## src/rtl/pkt_hdr_capture_pkg.sv

```systemverilog
// Shared definitions for the ingress header capture block and its
// egress-side reassembler counterpart.
package pkt_hdr_capture_pkg;

  localparam int SEG_WIDTH      = 256;
  localparam int NUM_SEGS       = 4;
  localparam int SEG_IDX_WIDTH  = $clog2(NUM_SEGS);
  localparam int KEEP_CNT_WIDTH = 6;
  localparam int HDR_LEN_WIDTH  = 8;

  // Header-record field offsets, shared with the reassembler.
  localparam int HDR_SEGS_OFF  = 0;
  localparam int HDR_LEN_OFF   = 1024;
  localparam int PKT_LEN_OFF   = 1032;
  localparam int HDR_TUSER_OFF = 1048;

  typedef enum logic [1:0] {
    IDLE    = 2'd0,
    CAPTURE = 2'd1,
    DRAIN   = 2'd2
  } cap_state_t;

endpackage

```

## src/rtl/pkt_hdr_capture_keep_popcount.sv

```systemverilog
// Combinational population count of a 32-bit AXIS tkeep; every set bit
// is one valid byte, contiguous or not.
module keep_popcount (
  input  logic [31:0] keep,
  output logic [5:0]  count
);

  always_comb begin
    count = '0;
    for (int i = 0; i < 32; i++) begin
      count = count + {5'd0, keep[i]};
    end
  end

endmodule

```

## src/rtl/pkt_hdr_capture.sv

```systemverilog
// Captures the first NUM_SEGS beats of an AXIS packet plus byte counts and
// first-beat tuser, and emits one header record per packet.
module pkt_hdr_capture
  import pkt_hdr_capture_pkg::*;
#(
  parameter int C_S_AXIS_DATA_WIDTH  = 256,
  parameter int C_S_AXIS_TUSER_WIDTH = 128,
  parameter int PKT_LEN_WIDTH        = 16
) (
  input  logic                              clk,
  input  logic                              reset,
  input  logic [C_S_AXIS_DATA_WIDTH-1:0]    s_axis_tdata,
  input  logic [C_S_AXIS_DATA_WIDTH/8-1:0]  s_axis_tkeep,
  input  logic [C_S_AXIS_TUSER_WIDTH-1:0]   s_axis_tuser,
  input  logic                              s_axis_tvalid,
  output logic                              s_axis_tready,
  input  logic                              s_axis_tlast,
  output logic [NUM_SEGS*SEG_WIDTH-1:0]     hdr_segs,
  output logic [HDR_LEN_WIDTH-1:0]          hdr_len,
  output logic [PKT_LEN_WIDTH-1:0]          pkt_len,
  output logic [C_S_AXIS_TUSER_WIDTH-1:0]   hdr_tuser,
  output logic                              hdr_short,
  output logic                              hdr_valid,
  input  logic                              hdr_ready
);

  localparam int BEAT_IDX_WIDTH = SEG_IDX_WIDTH + 1;

  cap_state_t                            state, state_nxt;
  logic [NUM_SEGS-1:0][SEG_WIDTH-1:0]    work_segs, work_segs_nxt, out_segs;
  logic [HDR_LEN_WIDTH-1:0]              work_hdr_len, work_hdr_len_nxt;
  logic [PKT_LEN_WIDTH-1:0]              work_pkt_len, work_pkt_len_nxt;
  logic [C_S_AXIS_TUSER_WIDTH-1:0]       work_tuser, work_tuser_nxt;
  logic [BEAT_IDX_WIDTH-1:0]             beat_idx, beat_idx_nxt;
  logic                                  publish, short_nxt, beat_acc;
  logic [KEEP_CNT_WIDTH-1:0]             keep_cnt;

  function automatic logic [PKT_LEN_WIDTH-1:0] sat_add(
    input logic [PKT_LEN_WIDTH-1:0]  a,
    input logic [KEEP_CNT_WIDTH-1:0] b
  );
    logic [PKT_LEN_WIDTH:0] sum;
    sum = {1'b0, a} + (PKT_LEN_WIDTH+1)'(b);
    return sum[PKT_LEN_WIDTH] ? '1 : sum[PKT_LEN_WIDTH-1:0];
  endfunction

  keep_popcount u_keep_popcount (
    .keep  (s_axis_tkeep),
    .count (keep_cnt)
  );

  // Input stalls only while a finished record is still waiting downstream.
  assign s_axis_tready = !(hdr_valid && !hdr_ready);
  assign beat_acc      = s_axis_tvalid && s_axis_tready;
  assign hdr_segs      = out_segs;

  always_ff @(posedge clk or posedge reset) begin
    if (reset) state <= IDLE;
    else       state <= state_nxt;
  end

  always_comb begin
    state_nxt        = state;
    work_segs_nxt    = work_segs;
    work_hdr_len_nxt = work_hdr_len;
    work_pkt_len_nxt = work_pkt_len;
    work_tuser_nxt   = work_tuser;
    beat_idx_nxt     = beat_idx;
    publish          = 1'b0;
    short_nxt        = 1'b0;
    if (beat_acc) begin
      case (state)
        IDLE: begin
          work_segs_nxt    = '0;
          work_segs_nxt[0] = s_axis_tdata;
          work_tuser_nxt   = s_axis_tuser;
          work_hdr_len_nxt = HDR_LEN_WIDTH'(keep_cnt);
          work_pkt_len_nxt = PKT_LEN_WIDTH'(keep_cnt);
          beat_idx_nxt     = BEAT_IDX_WIDTH'(1);
          if (s_axis_tlast) begin
            publish   = 1'b1;
            short_nxt = 1'b1;
          end else begin
            state_nxt = CAPTURE;
          end
        end
        CAPTURE: begin
          work_segs_nxt[beat_idx[SEG_IDX_WIDTH-1:0]] = s_axis_tdata;
          work_hdr_len_nxt = work_hdr_len + HDR_LEN_WIDTH'(keep_cnt);
          work_pkt_len_nxt = sat_add(work_pkt_len, keep_cnt);
          beat_idx_nxt     = beat_idx + 1'b1;
          if (s_axis_tlast) begin
            publish   = 1'b1;
            short_nxt = (beat_idx_nxt < BEAT_IDX_WIDTH'(NUM_SEGS));
            state_nxt = IDLE;
          end else if (beat_idx_nxt == BEAT_IDX_WIDTH'(NUM_SEGS)) begin
            state_nxt = DRAIN;
          end
        end
        DRAIN: begin
          work_pkt_len_nxt = sat_add(work_pkt_len, keep_cnt);
          if (s_axis_tlast) begin
            publish   = 1'b1;
            state_nxt = IDLE;
          end
        end
        default: state_nxt = IDLE;
      endcase
    end
  end

  always_ff @(posedge clk or posedge reset) begin
    if (reset) begin
      work_segs    <= '0;
      work_hdr_len <= '0;
      work_pkt_len <= '0;
      work_tuser   <= '0;
      beat_idx     <= '0;
    end else begin
      work_segs    <= work_segs_nxt;
      work_hdr_len <= work_hdr_len_nxt;
      work_pkt_len <= work_pkt_len_nxt;
      work_tuser   <= work_tuser_nxt;
      beat_idx     <= beat_idx_nxt;
    end
  end

  // Publish wins over a same-edge handoff so back-to-back records need no bubble.
  always_ff @(posedge clk or posedge reset) begin
    if (reset) begin
      out_segs  <= '0;
      hdr_len   <= '0;
      pkt_len   <= '0;
      hdr_tuser <= '0;
      hdr_short <= 1'b0;
      hdr_valid <= 1'b0;
    end else if (publish) begin
      out_segs  <= work_segs_nxt;
      hdr_len   <= work_hdr_len_nxt;
      pkt_len   <= work_pkt_len_nxt;
      hdr_tuser <= work_tuser_nxt;
      hdr_short <= short_nxt;
      hdr_valid <= 1'b1;
    end else if (hdr_ready) begin
      hdr_valid <= 1'b0;
    end
  end

endmodule

```

## config.mk

```make
export PLATFORM = sky130hd
export DESIGN_NAME = pkt_hdr_capture
export DESIGN_NICKNAME = d
export VERILOG_FILES = /design/src/rtl/pkt_hdr_capture_pkg.sv /design/src/rtl/pkt_hdr_capture_keep_popcount.sv /design/src/rtl/pkt_hdr_capture.sv
export SDC_FILE = /design/constraint.sdc
export NUM_CORES = 2
export LEC_CHECK = 0
export BUFFER_PORTS_ARGS = -buffer_cell sky130_fd_sc_hd__buf_2
export CORE_AREA = 10 10 612 614
export CTS_CLUSTER_SIZE = 16
export DETAILED_ROUTE_END_ITERATION = 7
export DIE_AREA = 0 0 622 624
export SLEW_MARGIN = 10
export SYNTH_ARGS = -nofsm -noshare
export SYNTH_HDL_FRONTEND = slang
export SYNTH_HIERARCHICAL = 1
export SYNTH_SLANG_ARGS = --single-unit
```

## constraint.sdc

```tcl
create_clock -name clk -period 139.3 [get_ports clk]
set_clock_uncertainty 0.1 [all_clocks]
set_input_delay 0 -clock clk [delete_from_list [all_inputs] [get_ports clk]]
set_output_delay 0 -clock clk [all_outputs]
set_load 0.05 [all_outputs]
```

## Word-level counts from Yosys, hierarchy flattened

Cells that the tools add are included.

| cells by class | value |
|---|---|
| mux-type cells | 26 |
| reduce and logical (&&, ||, !) cells | 12 |
| eq/ne operators | 6 |
| magnitude comparators | 3 |
| $add $sub $neg | 34 |

Operators by type and width:

| operator | count |
|---|---|
| one-hot mux 1024 bit (2 select lines) | 1 |
| bitwise mux 1024 bit | 1 |
| 2-to-1 mux 1024 bit | 1 |
| demux 256 bit (select 2 bit) | 1 |
| 2-to-1 mux 128 bit | 2 |
| 2-to-1 mux 256 bit | 1 |
| adder 6 x 1 -> 6 bit | 30 |
| 2-to-1 mux 16 bit | 2 |
| one-hot mux 16 bit (2 select lines) | 1 |
| adder 16 x 6 -> 17 bit | 1 |
| one-hot mux 8 bit (2 select lines) | 1 |
| adder 8 x 6 -> 8 bit | 1 |
| 2-to-1 mux 2 bit | 4 |
| 2-to-1 mux 8 bit | 1 |
| 2-to-1 mux 1 bit | 7 |
| one-hot mux 2 bit (3 select lines) | 1 |
| one-hot mux 3 bit (2 select lines) | 1 |
| != test 2 bit (second input constant) | 2 |
| AND reduction 4 bit | 1 |
| nonzero test 2 bit | 2 |
| adder 3 x 1 -> 3 bit (second input constant) | 1 |
| == test 3 bit (second input constant) | 1 |
| logical AND 1 bit | 3 |
| less-than comparator 2 x 3 -> 1 bit (second input constant) | 1 |
| 12 further kinds | 13 |

| storage, ports and cells | value |
|---|---|
| input bits | 421 |
| output and inout port bits | 1179 |
| bits in registers | 2359 |

## Longest topological paths before layout

| logic depth | value |
|---|---|
| depth after elaboration | 35 |
| gate-level depth with buffers | 23 |
| gate-level depth less buffers | 22 |

## By module

Netlist, hierarchy kept.

Modules (own cells, without submodules):

| module | cells an instance | seq. area each (um2) | times used | area an instance (um2) |
|---|---|---|---|---|
| pkt_hdr_capture | 7004 | 59031.6 | 1 | 87795.5 |
| keep_popcount | 73 | 0.0 | 1 | 758.2 |

## Worst setup path before layout

OpenSTA, ideal clock, no wires.

| path | value |
|---|---|
| path type | input -> register |
| from | input s_axis_tkeep[0] |
| to | register pkt_len[9] |
| setup time | 0.135 ns |
| arrival time | 5.535 ns |
| slack | 133.530 ns |
| stages on the path | 23 |
| path buffers | 1 |
| cells stage by stage | inv_1 -> fa_1 -> inv_1 -> fa_1 -> fa_1 -> fa_1 -> fa_1 -> inv_1 -> fa_1 -> inv_1 -> ha_1 -> inv_1 -> fa_1 -> nand2b_1 -> a21oi_2 -> xor2_1 -> ha_1 -> o21ai_0 -> o21ai_1 -> and3_1 -> buf_2 -> nor4b_1 -> o31ai_1 |

| between the ends | value |
|---|---|
| cells in the longest elaborated chain, start to end | 35 |

Ends and longest elaborated chain:

| what | line | source |
|---|---|---|
| start: declaration | pkt_hdr_capture.sv:13 | `input logic [C_S_AXIS_DATA_WIDTH/8-1:0] s_axis_tkeep,` |
| adder 1 x 1 -> 2 bit | pkt_hdr_capture_keep_popcount.sv:11 | `count = count + {5'd0, keep[i]};` |
| adder 6 x 1 -> 6 bit (30 in a row) | pkt_hdr_capture_keep_popcount.sv:11 |  |
| via keep_cnt[4] | pkt_hdr_capture.sv:36 | `logic [KEEP_CNT_WIDTH-1:0] keep_cnt;` |
| adder 16 x 6 -> 17 bit | pkt_hdr_capture.sv:43 | `sum = {1'b0, a} + (PKT_LEN_WIDTH+1)'(b);` |
| 2-to-1 mux 16 bit | pkt_hdr_capture.sv:44 | `return sum[PKT_LEN_WIDTH] ? '1 : sum[PKT_LEN_WIDTH-1:0];` |
| one-hot mux 16 bit (2 select lines) | pkt_hdr_capture.sv:72 | `case (state)` |
| 2-to-1 mux 16 bit | pkt_hdr_capture.sv:71 | `if (beat_acc) begin` |
| end signal: assignment | pkt_hdr_capture.sv:140 | `pkt_len <= work_pkt_len_nxt;` |
| end: declaration | pkt_hdr_capture.sv:20 | `output logic [PKT_LEN_WIDTH-1:0] pkt_len,` |

The timed path passes the listed nets, and every way through them passes these cells.
A chain may end at the register's enable or synchronous reset.

## Worst setup path after layout

| path | value |
|---|---|
| from | input s_axis_tkeep[5] |
| to | register pkt_len[9] |

| between the ends | value |
|---|---|
| cells in the longest elaborated chain, start to end | 31 |

Ends and longest elaborated chain:

| what | line |
|---|---|
| adder 6 x 1 -> 6 bit (27 in a row) | pkt_hdr_capture_keep_popcount.sv:11 |
| via keep_cnt[2] | pkt_hdr_capture.sv:36 |
| adder 16 x 6 -> 17 bit | pkt_hdr_capture.sv:43 |
| 2-to-1 mux 16 bit | pkt_hdr_capture.sv:44 |
| one-hot mux 16 bit (2 select lines) | pkt_hdr_capture.sv:72 |
| 2-to-1 mux 16 bit | pkt_hdr_capture.sv:71 |

The timed path passes the listed nets, and every way through them passes these cells.

==> impl_metrics.toml <==
[run_status]
status = "finished, final reports clean"

[global_routing]
gr-total-overflow = 0
grt_max_degree = 182
antenna_found_initial = 80
track_usage_pct = 19.6
use_met1_pct = 25.1
grt_busiest_layer = "met2"
grt_pass1_vias = 67732
grtUsageMet2_pct = 30.9
grt_pass1_wl_microns = 555000
met3_usage_pct = 5.37

[placed_design]
gp_congestion = 0.900
place_inst = 13076
place_hpwl_microns = 276000
port_buffers = 1599

[finish]
final_common_cell = "dfrtp_1"
final_cell_mix = "dfrtp_1 (2,359), buf_2 (1,599), nand2_1 (1,567)"
regArea_sq_mm = 0.0590
layout-drive-gt1-share_pct = 29.9
nets = 9813
multi_input_area_sq_mm = 0.0269
layoutNonFillerInstCount = 14375
fill_cells = 36131
area_growth_pct = 33.3

[routing]
firstDrtPassIters = 7
ant_nets = 0
wl_microns = 400000
drtIter0Drc = 6565
drt-vias-per-instance = 4.76
drc = 0
vias = 68403
routedWlPerCell_microns = 27.9

[synth]
seq_area_frac_synth_pct = 66.7
synth_top_area_share_pct = 66.7
synth_area_sq_mm = 0.0886
ys_async_sr_fraction_pct = 100
syn_area_per_cell_sq_um = 12.5
synth_cell_types = 61
synth_edf_count = 0
ys_top_cells_by_area = "dfrtp_1 (67%), mux2_2 (9.0%), a22o_1 (6.7%)"
synthCells = 7077
synth_flop_cell = "dfrtp_1"
syn_nets = 7553
synth.ff_latch_count = 2359
synth_warnings = 6
yosysTopAreaCell = "dfrtp_1"

[cts]
clockRootBuffer = "clkbuf_16"
cts.sinks = 2359
cts_resized = 0
numCtsBuffers = 269
clock_latency_ns = 0.87
postCtsSetupBuffers = 0
cts_tree = "built"
cts_buffer_depth = 4
htree_levels = 5
clk_pin_slew_worst_paths_ns = 0.06

[timing]
finalSetupViolCount = 0
rsz0062_at_grt = "no"
relSlewSlack_pct = 8.04
min_period_ns = 6.19
holdWs_ns = 0.0539
fmax_mhz = 162
hold_viol_final = 0
maxSlewViolCount = 0
tightestPinTransition_ns = 1.38
final.setup.tns_ns = 0
min_period_over_period_pct = 4.44

[power_and_ir_drop]
p_per_area_mw_per_mm2 = 29.7
swShare_pct = 46.8
vdd_drop_max_mv = 0.0229
internal_power_w = 0.00186
combinationalPowerShare_pct = 45.8
power_frac_seq_pct = 33.2
power_w = 0.00351
p_leak_nw = 58.5
p_sw_w = 0.00164
p_clk_share_pct = 21.0

[floorplan]
dieArea_sq_mm = 0.388
floorplan.initialDensity_pct = 24.5
fp.dieH_microns = 624
dieWidth_microns = 622
num_rows = 221
coreArea_sq_mm = 0.362
ios = 1600

[worst_setup_path]
cp.required_ns = 139.92
endpoint_kind = "flip-flop"
path_max_fanout = 8
cp-start-kind = "input port"
crit_arrival_ns = 6.80
path_class = "input port to flip-flop"

[worst_hold_path]
hold_class = "input port to flip-flop"

[run]
drv_cap = 0
## synth_stat cells (all sizes together) (3+ instances only)
cell type / instances
nand3: 263
dfrtp: 2359
xor2: 4
inv: 41
nor3: 7
a22o: 674
nand2: 1569
xnor2: 5
a31o: 3
ha: 29
and2: 4
a22oi: 6
mux2i: 3
o31ai: 46
o41ai: 3
buf: 314
o211ai: 7
a211oi: 7
o21ai: 25
mux2: 706
nor2: 321
a21o: 5
a21oi: 160
fa: 26
and3: 10
or3: 3
or2: 4
clkbuf: 176
a31oi: 265
## power by group through the flow
stage | registers (W) | logic (W) | clock network, W
floorplan | 0.00170 | 0.000567 | 0
global placement | 0.00116 | 0.00157 | 0
detailed placement | 0.00117 | 0.00158 | 0
CTS | 0.00116 | 0.00161 | 0.000752
global route | 0.00119 | 0.00170 | 0.000779
finish | 0.00116 | 0.00161 | 0.000737
## logic make-up (layout without fill, tap and decap cells)
kind of cell,Yosys count,count (layout),share of synthesized area (%)
AO/OA/AOI/OAI,1221,1221,10.4
XOR/XNOR,9,9,0.0890
adder cells (fa/ha/maj),55,55,0.998
buffers and inverters,531,3000,3.00
flip-flops,2359,2359,66.7
multiplexers,709,709,9.01
other,0,35,0
AND/OR/NAND/NOR,2193,2193,9.80
## cell type report
class                           count  share of cell area, %
Sequential cell                  2359                   50.0
Multi-Input combinational cell   4187                   22.8
Antenna cell                       35                 0.0742
Clock inverter                     91                   1.01
Clock buffer                      389                   6.71
Inverter                           41                  0.137
Tap cell                         4794                   5.08
Timing Repair Buffer             2479                   14.2
## final timing paths
check                           cells past startpoint  slack [ns]             end             start
max in group asynchronous                          10      133.22  work_segs[304]             reset
worst max register to register                      9      133.62   hdr_segs[188]          state[0]
min in group asynchronous                           4        0.31   hdr_segs[987]             reset
worst min-delay path                                4        0.05  work_segs[778]  s_axis_tdata[10]
worst max-delay path                               19      133.11      pkt_len[9]   s_axis_tkeep[5]
worst min register to register                      2        0.37   hdr_segs[987]     hdr_segs[987]
## flip-flops by register name (all words and copies together), names as in the netlist
| signal | flops |
|---|---|
| beat_idx | 3 |
| hdr_len | 8 |
| hdr_segs | 1024 |
| hdr_short | 1 |
| hdr_tuser | 128 |
| hdr_valid | 1 |
| pkt_len | 16 |
| state | 2 |
| work_hdr_len | 8 |
| work_pkt_len | 16 |
| work_segs | 1024 |
| work_tuser | 128 |
## worst max-delay path, stage by stage
cell	delay, ns
buf_2	0.11
fa_1	0.84
fa_1	0.53
fa_1	0.50
fa_1	0.51
fa_1	0.52
inv_1	0.05
fa_1	0.44
inv_1	0.07
ha_1	0.16
inv_1	0.06
fa_1	0.40
xnor2_1	0.55
ha_1	0.41
a211oi_1	0.32
o21ai_1	0.28
and3_1	0.36
nor4b_1	0.55
o31ai_1	0.14
## what timing repair did
action	in CTS	in global routing
hold endpoints to repair	2660	0
hold buffers	784	0
setup endpoints to repair	0	0
## metrics by stage
step / setup WS, ns / instance area (sq um) / utilization, %
after global placement: 132.45 / 101000 / 27.9
after CTS: 133.24 / 118000 / 32.6
after global routing: 132.51 / 118000 / 32.6
final: 133.11 / 118000 / 32.6
after detailed placement: 132.46 / 101000 / 27.9
after floorplan: 72.53 / 88600 / -
## layer usage
| layer | vias to the layer above | share of wire, % |
|---|---|---|
| li1 | 29156 | - |
| met1 | 35446 | 41 |
| met2 | 3100 | 46 |
| met3 | 685 | 8.2 |
| met4 | 16 | 5.1 |
| met5 | - | 0.025 |
Power figures use the tool's default switching activity.
